## src/rtl/bram_portb_arbiter_if.sv

```systemverilog
// Client and BRAM port-B bus bundle for bram_portb_arbiter.
// The arbiter takes the slave view; VGA/aux clients and the BRAM model take the master view.
interface bram_portb_arbiter_if #(
   parameter int unsigned WIDTH      = 16,
   parameter int unsigned ADDR_WIDTH = 10
);
   logic                  vga_req;
   logic [ADDR_WIDTH-1:0] vga_addr;
   logic [WIDTH-1:0]      vga_data;
   logic                  vga_valid;

   logic [1:0]            aux_req;
   logic [1:0]            aux_we;
   logic [ADDR_WIDTH-1:0] aux0_addr;
   logic [ADDR_WIDTH-1:0] aux1_addr;
   logic [WIDTH-1:0]      aux0_wdata;
   logic [WIDTH-1:0]      aux1_wdata;
   logic [1:0]            aux_gnt;
   logic [WIDTH-1:0]      aux_rdata;
   logic [1:0]            aux_rvalid;
   logic [1:0]            aux_starved;

   logic [ADDR_WIDTH-1:0] mem_addr;
   logic [WIDTH-1:0]      mem_data;
   logic                  mem_we;
   logic [WIDTH-1:0]      mem_q;

   modport slave (
      input  vga_req, vga_addr, aux_req, aux_we, aux0_addr, aux1_addr,
             aux0_wdata, aux1_wdata, mem_q,
      output vga_data, vga_valid, aux_gnt, aux_rdata, aux_rvalid, aux_starved,
             mem_addr, mem_data, mem_we
   );

   modport master (
      output vga_req, vga_addr, aux_req, aux_we, aux0_addr, aux1_addr,
             aux0_wdata, aux1_wdata, mem_q,
      input  vga_data, vga_valid, aux_gnt, aux_rdata, aux_rvalid, aux_starved,
             mem_addr, mem_data, mem_we
   );
endinterface

```

## src/rtl/bram_portb_arbiter.sv

```systemverilog
// BRAM port-B arbiter: VGA reads have absolute priority, two aux clients share idle slots
// round-robin. Read data returns one cycle after the grant under a per-client valid strobe.
module bram_portb_arbiter #(
   parameter int unsigned WIDTH        = 16,
   parameter int unsigned ADDR_WIDTH   = 10,
   parameter int unsigned STARVE_LIMIT = 64
) (
   input logic                 clk,
   input logic                 reset,
   bram_portb_arbiter_if.slave bus
);

   localparam logic [7:0] StarveLimit = 8'(STARVE_LIMIT);

   typedef enum logic [1:0] {
      OwnNone = 2'd0,
      OwnVga  = 2'd1,
      OwnAux0 = 2'd2,
      OwnAux1 = 2'd3
   } owner_e;

   owner_e          owner_q, owner_d;
   logic            rr_q, rr_d;
   logic [1:0][7:0] starve_q, starve_d;
   logic [1:0]      starved_q, starved_d;
   logic [1:0]      aux_req_ok;
   logic [1:0]      gnt;

   // Aux requests are masked while reset is held so nothing is granted during reset.
   assign aux_req_ok = bus.aux_req & {2{reset}};

   always_comb begin
      gnt = 2'b00;
      if (!bus.vga_req) begin
         unique case (aux_req_ok)
            2'b01:   gnt = 2'b01;
            2'b10:   gnt = 2'b10;
            2'b11:   gnt = rr_q ? 2'b10 : 2'b01;
            default: gnt = 2'b00;
         endcase
      end
   end

   // Port-B mux, owner next state and round-robin pointer update.
   always_comb begin
      bus.mem_addr = '0;
      bus.mem_data = '0;
      bus.mem_we   = 1'b0;
      owner_d      = OwnNone;
      rr_d         = rr_q;
      if (bus.vga_req) begin
         bus.mem_addr = bus.vga_addr;
         owner_d      = OwnVga;
      end else if (gnt[0]) begin
         bus.mem_addr = bus.aux0_addr;
         bus.mem_data = bus.aux0_wdata;
         bus.mem_we   = bus.aux_we[0];
         owner_d      = bus.aux_we[0] ? OwnNone : OwnAux0;
         rr_d         = 1'b1;
      end else if (gnt[1]) begin
         bus.mem_addr = bus.aux1_addr;
         bus.mem_data = bus.aux1_wdata;
         bus.mem_we   = bus.aux_we[1];
         owner_d      = bus.aux_we[1] ? OwnNone : OwnAux1;
         rr_d         = 1'b0;
      end
   end

   // Starve counters saturate at 255 and clear on grant or withdrawal.
   always_comb begin
      starve_d  = starve_q;
      starved_d = 2'b00;
      for (int i = 0; i < 2; i++) begin
         if (!bus.aux_req[i] || gnt[i]) begin
            starve_d[i] = 8'd0;
         end else if (starve_q[i] != 8'hFF) begin
            starve_d[i] = starve_q[i] + 8'd1;
         end
         starved_d[i] = (starve_d[i] >= StarveLimit);
      end
   end

   always_ff @(posedge clk or negedge reset) begin
      if (!reset) begin
         owner_q   <= OwnNone;
         rr_q      <= 1'b0;
         starve_q  <= '0;
         starved_q <= 2'b00;
      end else begin
         owner_q   <= owner_d;
         rr_q      <= rr_d;
         starve_q  <= starve_d;
         starved_q <= starved_d;
      end
   end

   assign bus.aux_gnt     = gnt;
   assign bus.vga_data    = bus.mem_q;
   assign bus.aux_rdata   = bus.mem_q;
   assign bus.vga_valid   = (owner_q == OwnVga);
   assign bus.aux_rvalid  = {owner_q == OwnAux1, owner_q == OwnAux0};
   assign bus.aux_starved = starved_q;

   a_gnt_onehot : assert property (@(posedge clk) disable iff (!reset) $onehot0(gnt));
   a_vga_first : assert property (@(posedge clk) disable iff (!reset)
                                  bus.vga_req |-> (gnt == 2'b00));
   a_strobe_onehot : assert property (@(posedge clk) disable iff (!reset)
                                      $onehot0({bus.vga_valid, bus.aux_rvalid}));

endmodule

```

## src/flat_wrapper.sv

```systemverilog
// flat-port wrapper written by rule: the top's interface ports become plain ports
module bram_portb_arbiter_flat 
#(
   parameter int unsigned WIDTH        = 16,
   parameter int unsigned ADDR_WIDTH   = 10,
   parameter int unsigned STARVE_LIMIT = 64
)
  (clk, reset, bus_vga_req, bus_vga_addr, bus_aux_req, bus_aux_we, bus_aux0_addr, bus_aux1_addr, bus_aux0_wdata, bus_aux1_wdata, bus_mem_q, bus_vga_data, bus_vga_valid, bus_aux_gnt, bus_aux_rdata, bus_aux_rvalid, bus_aux_starved, bus_mem_addr, bus_mem_data, bus_mem_we);
  bram_portb_arbiter_if #(.WIDTH(WIDTH), .ADDR_WIDTH(ADDR_WIDTH)) bus_i ();
  input logic clk;
  input logic reset;
  input wire logic [$bits(bus_i.vga_req)-1:0] bus_vga_req;
  input wire logic [$bits(bus_i.vga_addr)-1:0] bus_vga_addr;
  input wire logic [$bits(bus_i.aux_req)-1:0] bus_aux_req;
  input wire logic [$bits(bus_i.aux_we)-1:0] bus_aux_we;
  input wire logic [$bits(bus_i.aux0_addr)-1:0] bus_aux0_addr;
  input wire logic [$bits(bus_i.aux1_addr)-1:0] bus_aux1_addr;
  input wire logic [$bits(bus_i.aux0_wdata)-1:0] bus_aux0_wdata;
  input wire logic [$bits(bus_i.aux1_wdata)-1:0] bus_aux1_wdata;
  input wire logic [$bits(bus_i.mem_q)-1:0] bus_mem_q;
  output wire logic [$bits(bus_i.vga_data)-1:0] bus_vga_data;
  output wire logic [$bits(bus_i.vga_valid)-1:0] bus_vga_valid;
  output wire logic [$bits(bus_i.aux_gnt)-1:0] bus_aux_gnt;
  output wire logic [$bits(bus_i.aux_rdata)-1:0] bus_aux_rdata;
  output wire logic [$bits(bus_i.aux_rvalid)-1:0] bus_aux_rvalid;
  output wire logic [$bits(bus_i.aux_starved)-1:0] bus_aux_starved;
  output wire logic [$bits(bus_i.mem_addr)-1:0] bus_mem_addr;
  output wire logic [$bits(bus_i.mem_data)-1:0] bus_mem_data;
  output wire logic [$bits(bus_i.mem_we)-1:0] bus_mem_we;
  assign bus_i.vga_req = bus_vga_req;
  assign bus_i.vga_addr = bus_vga_addr;
  assign bus_i.aux_req = bus_aux_req;
  assign bus_i.aux_we = bus_aux_we;
  assign bus_i.aux0_addr = bus_aux0_addr;
  assign bus_i.aux1_addr = bus_aux1_addr;
  assign bus_i.aux0_wdata = bus_aux0_wdata;
  assign bus_i.aux1_wdata = bus_aux1_wdata;
  assign bus_i.mem_q = bus_mem_q;
  assign bus_vga_data = bus_i.vga_data;
  assign bus_vga_valid = bus_i.vga_valid;
  assign bus_aux_gnt = bus_i.aux_gnt;
  assign bus_aux_rdata = bus_i.aux_rdata;
  assign bus_aux_rvalid = bus_i.aux_rvalid;
  assign bus_aux_starved = bus_i.aux_starved;
  assign bus_mem_addr = bus_i.mem_addr;
  assign bus_mem_data = bus_i.mem_data;
  assign bus_mem_we = bus_i.mem_we;
  bram_portb_arbiter #(.WIDTH(WIDTH), .ADDR_WIDTH(ADDR_WIDTH), .STARVE_LIMIT(STARVE_LIMIT)) u_core (.clk(clk), .reset(reset), .bus(bus_i));
endmodule
```

## config.mk

```make
export PLATFORM = sky130hd
export DESIGN_NAME = bram_portb_arbiter_flat
export DESIGN_NICKNAME = d
export VERILOG_FILES = /design/src/rtl/bram_portb_arbiter_if.sv /design/src/rtl/bram_portb_arbiter.sv /design/src/flat_wrapper.sv
export SDC_FILE = /design/constraint.sdc
export NUM_CORES = 1
export LEC_CHECK = 0
export ABC_AREA = 1
export BUFFER_PORTS_ARGS = -buffer_cell sky130_fd_sc_hd__buf_2
export CORE_MARGIN = 1.5
export CORE_UTILIZATION = 42
export CTS_BUF_LIST = sky130_fd_sc_hd__clkbuf_16
export DETAILED_ROUTE_END_ITERATION = 10
export HOLD_SLACK_MARGIN = 0.12
export PLACE_DENSITY = 0.83
export REMOVE_ABC_BUFFERS = 1
export SETUP_SLACK_MARGIN = 0.05
export SLEW_MARGIN = 40
export SYNTH_ARGS = -nofsm -noshare
export SYNTH_HDL_FRONTEND = slang
export SYNTH_SLANG_ARGS = --single-unit
export TNS_END_PERCENT = 100
```

## constraint.sdc

```tcl
create_clock -name clk -period 3.13 [get_ports clk]
set_input_delay 0.626 -clock clk [delete_from_list [all_inputs] [get_ports clk]]
set_output_delay 0.626 -clock clk [all_outputs]
set_load 0.01 [all_outputs]
```

-- After elaboration in Yosys (flattened, before gate mapping)
Cells that the tools add are included.
- add/sub/neg operators: 2
- magnitude comparators: 2
- equal/unequal tests: 8
- multiplexer cells: 23
- bitwise logic cells: 2
- reductions and logical operators: 6
- operator list (cell ; count):
    16-bit two-way mux ; 3
    8-bit two-way mux ; 4
    10-bit two-way mux ; 3
    8-bit by 1-bit adder with 8-bit output, second input constant ; 2
    8-bit by 7-bit >= comparator with 1-bit output, second input constant ; 2
    8-bit != test, second input constant ; 2
    2-bit two-way mux ; 7
    2-bit == test, second input constant ; 4
    2-bit one-hot mux with 3 select lines ; 1
    1-bit two-way mux ; 5
    2-bit by 1-bit == test with 1-bit output, second input constant ; 2
    2-bit bitwise AND ; 1
    1-bit zero test ; 2
    1-bit logical OR ; 2
    2-bit AND reduction ; 1
    2-bit nonzero test ; 1
    1-bit inverter ; 1
- bits in registers: 21
- bits of input ports: 85
- output and inout port bits: 66
- logic and storage cells: 48

-- Logic depth before layout (Yosys ltp)
Gate-level depths: netlist of run 1.
- word-level depth: 7
- gate-level depth with buffers: 8
- depth with buffers taken out: 7

-- Least setup slack after synthesis of run 1
Ideal clock, no wire load.
- path kind: input port to output port
- from: in bus_vga_req
- to: out bus_mem_data[10]
- arrival: 1.304 ns
- data required time: 2.504 ns
- setup slack: 1.200 ns
- cell stages on the path: 8
- buffers on the path: 1
- cells stage by stage: inv_2 nand2_1 nor2_4 nand2_4 inv_6 buf_8 nand2_1 nand2_1
- word-level cells in the longest chain between the ends: 4
- ends and longest elaborated chain (item ; line ; RTL):
    start: declaration ; flat_wrapper.sv:12 ; input wire logic [$bits(bus_i.vga_req)-1:0] bus_vga_req;
    2-bit two-way mux ; bram_portb_arbiter.sv:34 ; if (!bus.vga_req) begin
    net bus_aux_gnt[1] ; flat_wrapper.sv:23 ; output wire logic [$bits(bus_i.aux_gnt)-1:0] bus_aux_gnt;
    16-bit two-way mux ; bram_portb_arbiter.sv:60 ; end else if (gnt[1]) begin
    16-bit two-way mux ; bram_portb_arbiter.sv:54 ; end else if (gnt[0]) begin
    16-bit two-way mux ; bram_portb_arbiter.sv:51 ; if (bus.vga_req) begin
    end: declaration ; flat_wrapper.sv:28 ; output wire logic [$bits(bus_i.mem_data)-1:0] bus_mem_data;
The timed path passes the listed nets, and every way through them passes these cells.

-- Worst setup path in the final report of run 1
- from: in bus_vga_req
- to: out bus_mem_addr[4]
- word-level cells in the longest chain between the ends: 4
- ends and longest elaborated chain (item ; line ; RTL):
    2-bit two-way mux ; bram_portb_arbiter.sv:34 ;
    10-bit two-way mux ; bram_portb_arbiter.sv:60 ;
    10-bit two-way mux ; bram_portb_arbiter.sv:54 ;
    10-bit two-way mux * ; bram_portb_arbiter.sv:51 ;
    end: declaration ; flat_wrapper.sv:27 ; output wire logic [$bits(bus_i.mem_addr)-1:0] bus_mem_addr;
Mark *: on every way between the ends. The rest lies on a longest branch, timed or not.

==> impl_metrics.json, run 1 <==
{
  "status": "finished, final reports clean",
  "critPathLaunch": "bus_vga_req",
  "netlist.area_leader.share": 0.2879,
  "cts_post_setup_buffers_inserted": 0,
  "share_clk_of_total_power": 0.371,
  "post_cts.resized_instances": 0,
  "power.sequential.fraction": 0.400,
  "final_net_count": 438,
  "synth_top_area_cells": "sky130_fd_sc_hd__dfrtp_1 29%, sky130_fd_sc_hd__nand2_1 26%, sky130_fd_sc_hd__buf_4 13%",
  "clkTransAtPathRegs_ps": 50,
  "initial_core_utilization": 0.4467,
  "holdBufCountCts": 0,
  "grt_max_degree": 29,
  "global_route.overflow_total": 0,
  "worst_clock_skew_ps": 3.520,
  "worst_setup_path_end_kind": "primary output",
  "place.detailed.hpwl_um": 4014,
  "finalHoldWorstSlack_ps": 167.1,
  "fp.dieH_um": 68.93,
  "synth.distinct_cells": 29,
  "worst_r2r_path_depth": 6,
  "finalSetupViolCount": 0,
  "worst_ep_required_time_ps": 2500,
  "yosysSeqAreaShare": 0.2879,
  "netlist_instances": 280,
  "count_of_maximum_capacitance_violations": 0,
  "gpl.final_weighted_congestion": 0.8149,
  "cts_htree_levels": 1,
  "route.detailed.vias_per_inst": 4.805,
  "syn_area_per_cell_um2": 6.520,
  "routedWlPerCell_um": 12.18,
  "post-route-drc-count": 0,
  "row_count": 23,
  "post-synth-top-area-cell": "sky130_fd_sc_hd__dfrtp_1",
  "drt_iter0_markers": 186,
  "finalHoldViolations": 0,
  "routed_wirelength_um": 4872,
  "grt_usage": 0.2121,
  "first_global_vias": 1755,
  "tritoncts_num_sinks": 21,
  "post_route_cells_drive_above_1_share": 0.3514,
  "io_pins": 151,
  "p_int_w": 0.0005257,
  "timing_worst_slew_pin_value_ps": 316.0,
  "warnings_synthesis": 0,
  "layout_min_cycle_time_ps": 2320,
  "post_synth_instance_area_um2": 1826,
  "timing.critical_path.from_type": "input port",
  "final_cell_mix": "125 x sky130_fd_sc_hd__nand2_1, 102 x sky130_fd_sc_hd__buf_2, 24 x sky130_fd_sc_hd__inv_1, 22 x sky130_fd_sc_hd__nand3_1, 21 x sky130_fd_sc_hd__dfrtp_1",
  "die_area_um2": 4751,
  "max_clock_freq_mhz": 431.1,
  "p_per_area_nw_per_um2": 332.3,
  "timing.slew.headroom": 0.7889,
  "net_sw_frac": 0.2754,
  "design.core.area_um2": 4086,
  "synth-seq-cells": 21,
  "placement.io_buffers": 102,
  "cts-root-buf": "sky130_fd_sc_hd__clkbuf_16",
  "dr_total_vias": 1922,
  "arrival_time_at_the_worst_endpoint_ps": 1690,
  "insertedDiodeCount": 0,
  "clock_tree_from_tritoncts": "done",
  "p_total_w": 0.0007255,
  "min-delay-path-class": "input port to async pin",
  "worstSetupPathType": "input port to primary output",
  "power.combinational.fraction": 0.228,
  "power_spent_charging_and_discharging_nets_w": 0.0001998,
  "post-route-period-util": 0.7411,
  "antenna_violations_before_repair": 0,
  "final_common_cell": "sky130_fd_sc_hd__nand2_1",
  "clkLatencyLatePin_ps": 260,
  "worstReg2RegStart": "u_core.starve_q[8]",
  "peakVddDrop_uv": 181.9,
  "firstDrtPassIters": 4,
  "critical_path.max_fanout": 28,
  "totalNegativeSetupSlack_ps": 0,
  "grt_first_pass_wirelength_um": 7590,
  "maxSlewViolCount": 0,
  "clock_path_buffers": 2,
  "die_w_um": 68.93,
  "antenna_viol_nets_final": 0,
  "cts_made_buffers": 3,
  "layout-area-overhead-vs-synth_pct": 19.60,
  "p_leak_nw": 1.310,
  "unrepaired_setup_endpoints_after_global_routing": "false"
}
cell type report:
type / count / area [um^2]
fill: 399 / 1903
multi-input combinational: 195 / 888.4
sequential: 21 / 525.5
timing repair buffer: 103 / 518.0
inverter: 27 / 110.1
clock buffer: 3 / 75.07
tap: 50 / 62.56
clock inverter: 1 / 3.754
worst paths after layout:
check / endpoint / slack [ps]
max: bus_mem_addr[4] / 810
min: u_core.rr_q / 170
max reg2reg: u_core.starve_q[9] / 1740
min reg2reg: u_core.rr_q / 480
max in group asynchronous: u_core.starve_q[8] / 2520
min in group clk: u_core.rr_q / 480
flip-flops by register name, summed over array words and instances (netlist names):
signal / count
u_core.rr_q: 1
u_core.starve_q: 16
u_core.bus.aux_starved: 2
u_core.owner_q: 2
stage by stage:
step | setup slack [ps] | cells | utilization | cell area (um^2)
global route | 668.1 | 400 | 0.5343 | 2183
finish | 810.4 | 400 | 0.5343 | 2183
detailed placement | 802.2 | 396 | 0.5150 | 2105
floorplan | 1235 | 243 | - | 1524
global placement | 859.7 | 396 | 0.5150 | 2105
CTS | 797.4 | 400 | 0.5343 | 2183
power by group through the flow:
| stage | Combinational (W) | Clock, W | Sequential (W) |
|---|---|---|---|
| after floorplan | 0.0000782 | 0 | 0.000293 |
| after global placement | 0.000164 | 0 | 0.000294 |
| after detailed placement | 0.000167 | 0 | 0.000295 |
| after CTS | 0.000168 | 0.000274 | 0.000290 |
| after global routing | 0.000186 | 0.000286 | 0.000291 |
| final | 0.000166 | 0.000270 | 0.000290 |
logic make-up after synthesis:
logic type | synth area share
and+or+nand+nor | 0.4174
adders and majority gates | 0.01371
buffers and inverters | 0.2255
DFF | 0.2879
xor gates and xnor gates | 0.009597
AOI/OAI and AO/OA | 0.04592
worst max-delay path, cell delays in order:
cell and delay [ps]:
sky130_fd_sc_hd__buf_2 170, sky130_fd_sc_hd__inv_2 110, sky130_fd_sc_hd__nand2_1 100, sky130_fd_sc_hd__nor2_4 130, sky130_fd_sc_hd__nand2_4 90, sky130_fd_sc_hd__inv_6 170
sky130_fd_sc_hd__nand2_1 80, sky130_fd_sc_hd__nand3_1 90, sky130_fd_sc_hd__buf_2 140
cells in the mapped netlist:
cell,instances
sky130_fd_sc_hd__nand4_1,1
sky130_fd_sc_hd__nand3_2,2
sky130_fd_sc_hd__buf_8,1
sky130_fd_sc_hd__nor2_4,3
sky130_fd_sc_hd__a21boi_1,1
sky130_fd_sc_hd__or2_2,1
sky130_fd_sc_hd__o22ai_1,1
sky130_fd_sc_hd__xnor2_1,2
sky130_fd_sc_hd__a31oi_1,4
sky130_fd_sc_hd__clkinv_2,1
sky130_fd_sc_hd__nor2_2,1
sky130_fd_sc_hd__buf_4,32
sky130_fd_sc_hd__dfrtp_1,21
sky130_fd_sc_hd__buf_12,1
sky130_fd_sc_hd__o21ai_0,2
sky130_fd_sc_hd__inv_4,1
sky130_fd_sc_hd__inv_1,23
sky130_fd_sc_hd__nand3_1,22
sky130_fd_sc_hd__inv_2,1
sky130_fd_sc_hd__a21oi_1,7
sky130_fd_sc_hd__clkbuf_1,1
sky130_fd_sc_hd__nor2_1,15
sky130_fd_sc_hd__nand2_4,1
sky130_fd_sc_hd__inv_6,1
sky130_fd_sc_hd__buf_6,2
sky130_fd_sc_hd__nand3_4,1
sky130_fd_sc_hd__nand2_1,125
sky130_fd_sc_hd__ha_1,2
sky130_fd_sc_hd__nand2_2,4
layer usage:
layer	routed length, um	vias up	GRT usage
met2	2327	106	0.3474
met1	1960	839	0.2465
met4	34	0	0.06863
met5	0	-	0.03750
li1	-	975	-
met3	551	2	0.09091
(Power assumes the default switching activity.)
==> run 2, diff against run 1 <==
--- a/config.mk
+++ b/config.mk
@@ -8,11 +8,11 @@
 export ABC_AREA = 1
 export BUFFER_PORTS_ARGS = -buffer_cell sky130_fd_sc_hd__buf_2
 export CORE_MARGIN = 1.5
-export CORE_UTILIZATION = 42
+export CORE_UTILIZATION = 35
 export CTS_BUF_LIST = sky130_fd_sc_hd__clkbuf_16
 export DETAILED_ROUTE_END_ITERATION = 10
 export HOLD_SLACK_MARGIN = 0.12
-export PLACE_DENSITY = 0.83
+export PLACE_DENSITY = 0.74
 export REMOVE_ABC_BUFFERS = 1
 export SETUP_SLACK_MARGIN = 0.05
 export SLEW_MARGIN = 40
==> constraint.sdc (replaced) <==
create_clock -name clk -period 2 [get_ports clk]
set_input_delay 0.4 -clock clk [delete_from_list [all_inputs] [get_ports clk]]
set_output_delay 0.4 -clock clk [all_outputs]
set_load 0.01 [all_outputs]
==> impl_metrics.json, run 2 (synthesized netlist as in run 1, its figures left out) <==
{
  "status": "finished, final reports clean",
  "die_w_um": 75.22,
  "crit_chain": "nand2_1, nand3_4, inv_8, nand2_1, nand3_1, buf_2",
  "first_global_vias": 1707,
  "finalHoldViolations": 0,
  "worstSetupPathType": "register to primary output",
  "worst_r2r_path_depth": 7,
  "placed_area_um2": 2130,
  "maxSlewViolCount": 0,
  "critical_path.max_fanout": 27,
  "ff2ff_setup_slack_ps": 590,
  "final_cell_area_um2": 2216,
  "min-delay-path-class": "input port to async pin",
  "placement.io_buffers": 102,
  "io_pins": 151,
  "antenna_violations_before_repair": 0,
  "fp.dieH_um": 75.22,
  "critical-path-top-cell-by-count": "sky130_fd_sc_hd__nand2_1",
  "p_per_area_nw_per_um2": 509.2,
  "place.detailed.hpwl_um": 4179,
  "grt_usage": 0.1805,
  "final_net_count": 438,
  "arrival_time_at_the_worst_endpoint_ps": 1430,
  "p_leak_nw": 1.313,
  "clock_tree_from_tritoncts": "done",
  "gpl.final_weighted_congestion": 0.9361,
  "initial_core_utilization": 0.3597,
  "post-route-drc-count": 0,
  "timing.slew.headroom": 0.7828,
  "worst_clock_skew_ps": 1.465,
  "finalSetupViolCount": 0,
  "routed_wirelength_um": 5016,
  "routedWlPerCell_um": 11.94,
  "tritoncts_num_sinks": 21,
  "post_cts.resized_instances": 0,
  "holdBufCountCts": 0,
  "insertedDiodeCount": 0,
  "final_cell_mix": "125 x sky130_fd_sc_hd__nand2_1, 102 x sky130_fd_sc_hd__buf_2, 24 x sky130_fd_sc_hd__inv_1, 22 x sky130_fd_sc_hd__nand3_1, 21 x sky130_fd_sc_hd__dfrtp_1",
  "timing.critical_path.from_type": "register",
  "final_common_cell": "sky130_fd_sc_hd__nand2_1",
  "setup_ws_ps": 165.4,
  "route.detailed.vias_per_inst": 4.552,
  "firstDrtPassIters": 5,
  "clkTransAtPathRegs_ps": 50,
  "totalNegativeSetupSlack_ps": 0,
  "post-place-ws_ps": 141.6,
  "global_route.overflow_total": 0,
  "cts_htree_levels": 1,
  "design.core.area_um2": 5075,
  "post_route_cells_drive_above_1_share": 0.3514,
  "cts_post_setup_buffers_inserted": 0,
  "grt_max_degree": 29,
  "cp_slowest_cell": "sky130_fd_sc_hd__dfrtp_1",
  "count_of_maximum_capacitance_violations": 0,
  "drt_iter0_markers": 90,
  "dr_total_vias": 1912,
  "peakVddDrop_uv": 296.3,
  "grt_first_pass_wirelength_um": 7693,
  "largest_register": "u_core.starve_q",
  "cts_made_buffers": 3,
  "die_area_um2": 5658,
  "antenna_viol_nets_final": 0,
  "post-route-period-util": 0.9173,
  "cts-root-buf": "sky130_fd_sc_hd__clkbuf_16",
  "largest_register_ffs": 16,
  "clkLatencyLatePin_ps": 250,
  "layout-area-overhead-vs-synth_pct": 21.38,
  "worst_ep_required_time_ps": 1600,
  "clock_path_buffers": 2,
  "timing_worst_slew_pin_value_ps": 324.6,
  "row_count": 26,
  "worst_setup_path_end_kind": "primary output",
  "unrepaired_setup_endpoints_after_global_routing": "false",
  "max_clock_freq_mhz": 545.1,
  "layout_min_cycle_time_ps": 1835,
  "cp_slowest_stage_delay_ps": 390
}
==> run 2: cell types whose count changed in the layout (fill, tap and decap cells not counted) <==
| cell | previous run | this run |
|---|---|---|
| sky130_fd_sc_hd__inv_4 | 1 | 0 |
| sky130_fd_sc_hd__inv_8 | 0 | 2 |
| sky130_fd_sc_hd__inv_6 | 1 | 0 |
==> run 2: critical path, delay by kind of cell, from the launching register on <==
kind	cells	cell delay (ps)
buffers and inverters	2	310
DFF	1	390
and+or+nand+nor	4	490
==> run 2: area by class of cell <==
| cell class | count | area [um^2] |
|---|---|---|
| flip-flops and latches | 21 | 525.5 |
| inverters | 27 | 117.6 |
| multi-input cells | 195 | 888.4 |
| fillers | 564 | 2859 |
| repair buffers | 103 | 518.0 |
| clock buffers | 3 | 75.07 |
| well taps | 70 | 87.58 |
| clock inverters | 1 | 3.754 |
==> run 2: report_power, final <==
part	leakage (nW)	switching, W	internal, W
combinational	0.986	0.000145	0.000116
clock	0.0423	0.000146	0.000266
sequential	0.284	0.0000138	0.000441
total	1.31	0.000305	0.000823
==> run 2: worst paths after layout <==
check / startpoint / end
min: reset / u_core.starve_q[11]
min in group clk: bus_aux_we[1] / u_core.owner_q[0]
max in group asynchronous: reset / u_core.starve_q[2]
min reg2reg: u_core.rr_q / u_core.rr_q
max: u_core.rr_q / bus_mem_addr[3]
max reg2reg: u_core.starve_q[8] / u_core.bus.aux_starved[1]
==> run 2: routing by layer <==
| layer | global-route usage | routed length (um) |
|---|---|---|
| met5 | 0.03704 | 0 |
| met4 | 0.04762 | 85 |
| met3 | 0.1017 | 610 |
| met2 | 0.2842 | 2398 |
| met1 | 0.2103 | 1921 |
==> run 2: metrics by stage <==
| stage | std cells | util | hold slack, ps | total power (W) |
|---|---|---|---|---|
| 3_3_place_gp | 416 | 0.4196 | 454.3 | 0.0007204 |
| 5_1_grt | 420 | 0.4366 | 200.2 | 0.001195 |
| 4_1_cts | 420 | 0.4352 | 183.7 | 0.001135 |
| 3_5_place_dp | 416 | 0.4196 | 451.1 | 0.0007242 |
| 6_report | 420 | 0.4366 | 167.8 | 0.001128 |
| 2_1_floorplan | 243 | - | 104.4 | 0.0005814 |
==> run 3, diff against run 2 <==
--- a/config.mk
+++ b/config.mk
@@ -6,13 +6,13 @@
 export NUM_CORES = 1
 export LEC_CHECK = 0
 export ABC_AREA = 1
-export BUFFER_PORTS_ARGS = -buffer_cell sky130_fd_sc_hd__buf_2
+export BUFFER_PORTS_ARGS = -buffer_cell sky130_fd_sc_hd__clkbuf_2
 export CORE_MARGIN = 1.5
-export CORE_UTILIZATION = 35
+export CORE_UTILIZATION = 42
 export CTS_BUF_LIST = sky130_fd_sc_hd__clkbuf_16
 export DETAILED_ROUTE_END_ITERATION = 10
 export HOLD_SLACK_MARGIN = 0.12
-export PLACE_DENSITY = 0.74
+export PLACE_DENSITY = 0.83
 export REMOVE_ABC_BUFFERS = 1
 export SETUP_SLACK_MARGIN = 0.05
 export SLEW_MARGIN = 40
==> constraint.sdc (replaced) <==
create_clock -name clk -period 2.2 [get_ports clk]
set_input_delay 0.44 -clock clk [delete_from_list [all_inputs] [get_ports clk]]
set_output_delay 0.44 -clock clk [all_outputs]
set_load 0.01 [all_outputs]
==> impl_metrics.json, run 3 (synthesized netlist as in run 1, its figures left out) <==
{
  "status": "finished, final reports clean",
  "worst_setup_path_end_kind": "primary output",
  "p_per_area_nw_per_um2": 472.7,
  "cts-root-buf": "sky130_fd_sc_hd__clkbuf_16",
  "grt_max_degree": 29,
  "fp.dieH_um": 68.93,
  "route.detailed.vias_per_inst": 4.803,
  "grt_first_pass_wirelength_um": 7624,
  "post_route_cells_drive_above_1_share": 0.3533,
  "first_global_vias": 1769,
  "maxSlewViolCount": 0,
  "count_of_maximum_capacitance_violations": 0,
  "holdBufCountCts": 0,
  "die_w_um": 68.93,
  "max_clock_freq_mhz": 531.2,
  "timing.slew.headroom": 0.7992,
  "cts_post_setup_buffers_inserted": 0,
  "clkLatencyLatePin_ps": 260,
  "timing.critical_path.from_type": "register",
  "timing_worst_slew_pin_value_ps": 300.0,
  "post-route-drc-count": 0,
  "arrival_time_at_the_worst_endpoint_ps": 1440,
  "initial_core_utilization": 0.4467,
  "p_leak_nw": 1.312,
  "clock_path_buffers": 2,
  "routed_wirelength_um": 4960,
  "grt_use_met2": 0.3510,
  "cell_count_after_placement": 397,
  "grt.met1_usage": 0.2418,
  "insertedDiodeCount": 0,
  "largest_register": "u_core.starve_q",
  "cts_htree_levels": 1,
  "peakVddDrop_uv": 262.3,
  "routedWlPerCell_um": 12.37,
  "fin_util": 0.5361,
  "min-delay-path-class": "input port to async pin",
  "finalHoldViolations": 0,
  "final_common_cell": "sky130_fd_sc_hd__nand2_1",
  "post-route-period-util": 0.8557,
  "placement.io_buffers": 102,
  "design.core.area_um2": 4086,
  "antenna_violations_before_repair": 0,
  "critical_path.max_fanout": 27,
  "worst_ep_required_time_ps": 1760,
  "place.detailed.hpwl_um": 4155,
  "tritoncts_num_sinks": 21,
  "clock_tree_from_tritoncts": "done",
  "die_area_um2": 4751,
  "final_cell_mix": "125 x sky130_fd_sc_hd__nand2_1, 102 x sky130_fd_sc_hd__clkbuf_2, 24 x sky130_fd_sc_hd__inv_1, 22 x sky130_fd_sc_hd__nand3_1, 21 x sky130_fd_sc_hd__dfrtp_1",
  "firstDrtPassIters": 4,
  "post_cts.resized_instances": 0,
  "unrepaired_setup_endpoints_after_global_routing": "false",
  "antenna_viol_nets_final": 0,
  "drt_iter0_markers": 108,
  "dr_total_vias": 1926,
  "gpl.final_weighted_congestion": 0.8386,
  "largest_register_ffs": 16,
  "use_met3": 0.09903,
  "final_net_count": 439,
  "totalNegativeSetupSlack_ps": 0,
  "layout_min_cycle_time_ps": 1883,
  "clkTransAtPathRegs_ps": 60,
  "worstSetupPathType": "register to primary output",
  "worst_clock_skew_ps": 1.732,
  "cts_made_buffers": 3,
  "finalHoldWorstSlack_ps": 188.3,
  "globalRoute.busiestLayer": "met2",
  "io_pins": 151,
  "row_count": 23,
  "grt_usage": 0.2155,
  "finalSetupViolCount": 0,
  "layout-area-overhead-vs-synth_pct": 20.01,
  "global_route.overflow_total": 0,
  "finish.cell_count_without_fillers": 401
}
[run 3: cell types whose count changed in the layout (fill, tap and decap cells not counted), sizes merged]
cell / change
clkbuf: +102
buf: -101
[run 3: worst paths after layout]
check                                   start                         to  slack [ps]  cells past startpoint
min in group clk                  bus_vga_req          u_core.owner_q[0]         430                      3
hold reg to reg                   u_core.rr_q                u_core.rr_q         480                      2
max in group asynchronous               reset         u_core.starve_q[5]        1800                      2
setup / recovery                  u_core.rr_q            bus_mem_addr[6]         320                      6
setup reg to reg           u_core.starve_q[8]  u_core.bus.aux_starved[1]         790                      7
hold / removal                          reset         u_core.starve_q[7]         190                      2
[run 3: stage by stage]
stage | setup WS [ps] | instance area (um^2) | power [W]
floorplan | 676.7 | 1524 | 0.0005285
global placement | 348.1 | 2112 | 0.0006548
detailed placement | 347.7 | 2112 | 0.0006600
CTS | 314.8 | 2191 | 0.001046
global route | 187.1 | 2191 | 0.001087
finish | 317.4 | 2191 | 0.001036
[run 3: cell type report]
cell class                 instances  area, um^2
clock buffer                       3       75.07
tap                               50       62.56
multi-input combinational        195       888.4
timing repair buffer             104       525.5
fill                             422        1896
sequential                        21       525.5
inverter                          27       110.1
clock inverter                     1       3.754
[run 3: power by group]
part / internal, W / total [W] / switching (W)
sequential: 0.000401 / 0.000414 / 0.0000130
combinational: 0.000105 / 0.000236 / 0.000131
clock: 0.000243 / 0.000385 / 0.000143
[run 3: layer usage]
layer,vias up,share of wire
li1,970,-
met1,841,0.39
met2,108,0.49
met3,7,0.11
met4,0,0.017
met5,-,0
[run 3: critical path: stages, from the launching register on]
cell,delay (ps)
sky130_fd_sc_hd__dfrtp_1,380
sky130_fd_sc_hd__nand2_1,140
sky130_fd_sc_hd__nand3_4,130
sky130_fd_sc_hd__inv_4,220
sky130_fd_sc_hd__nand2_1,100
sky130_fd_sc_hd__nand3_2,80
sky130_fd_sc_hd__clkbuf_2,130
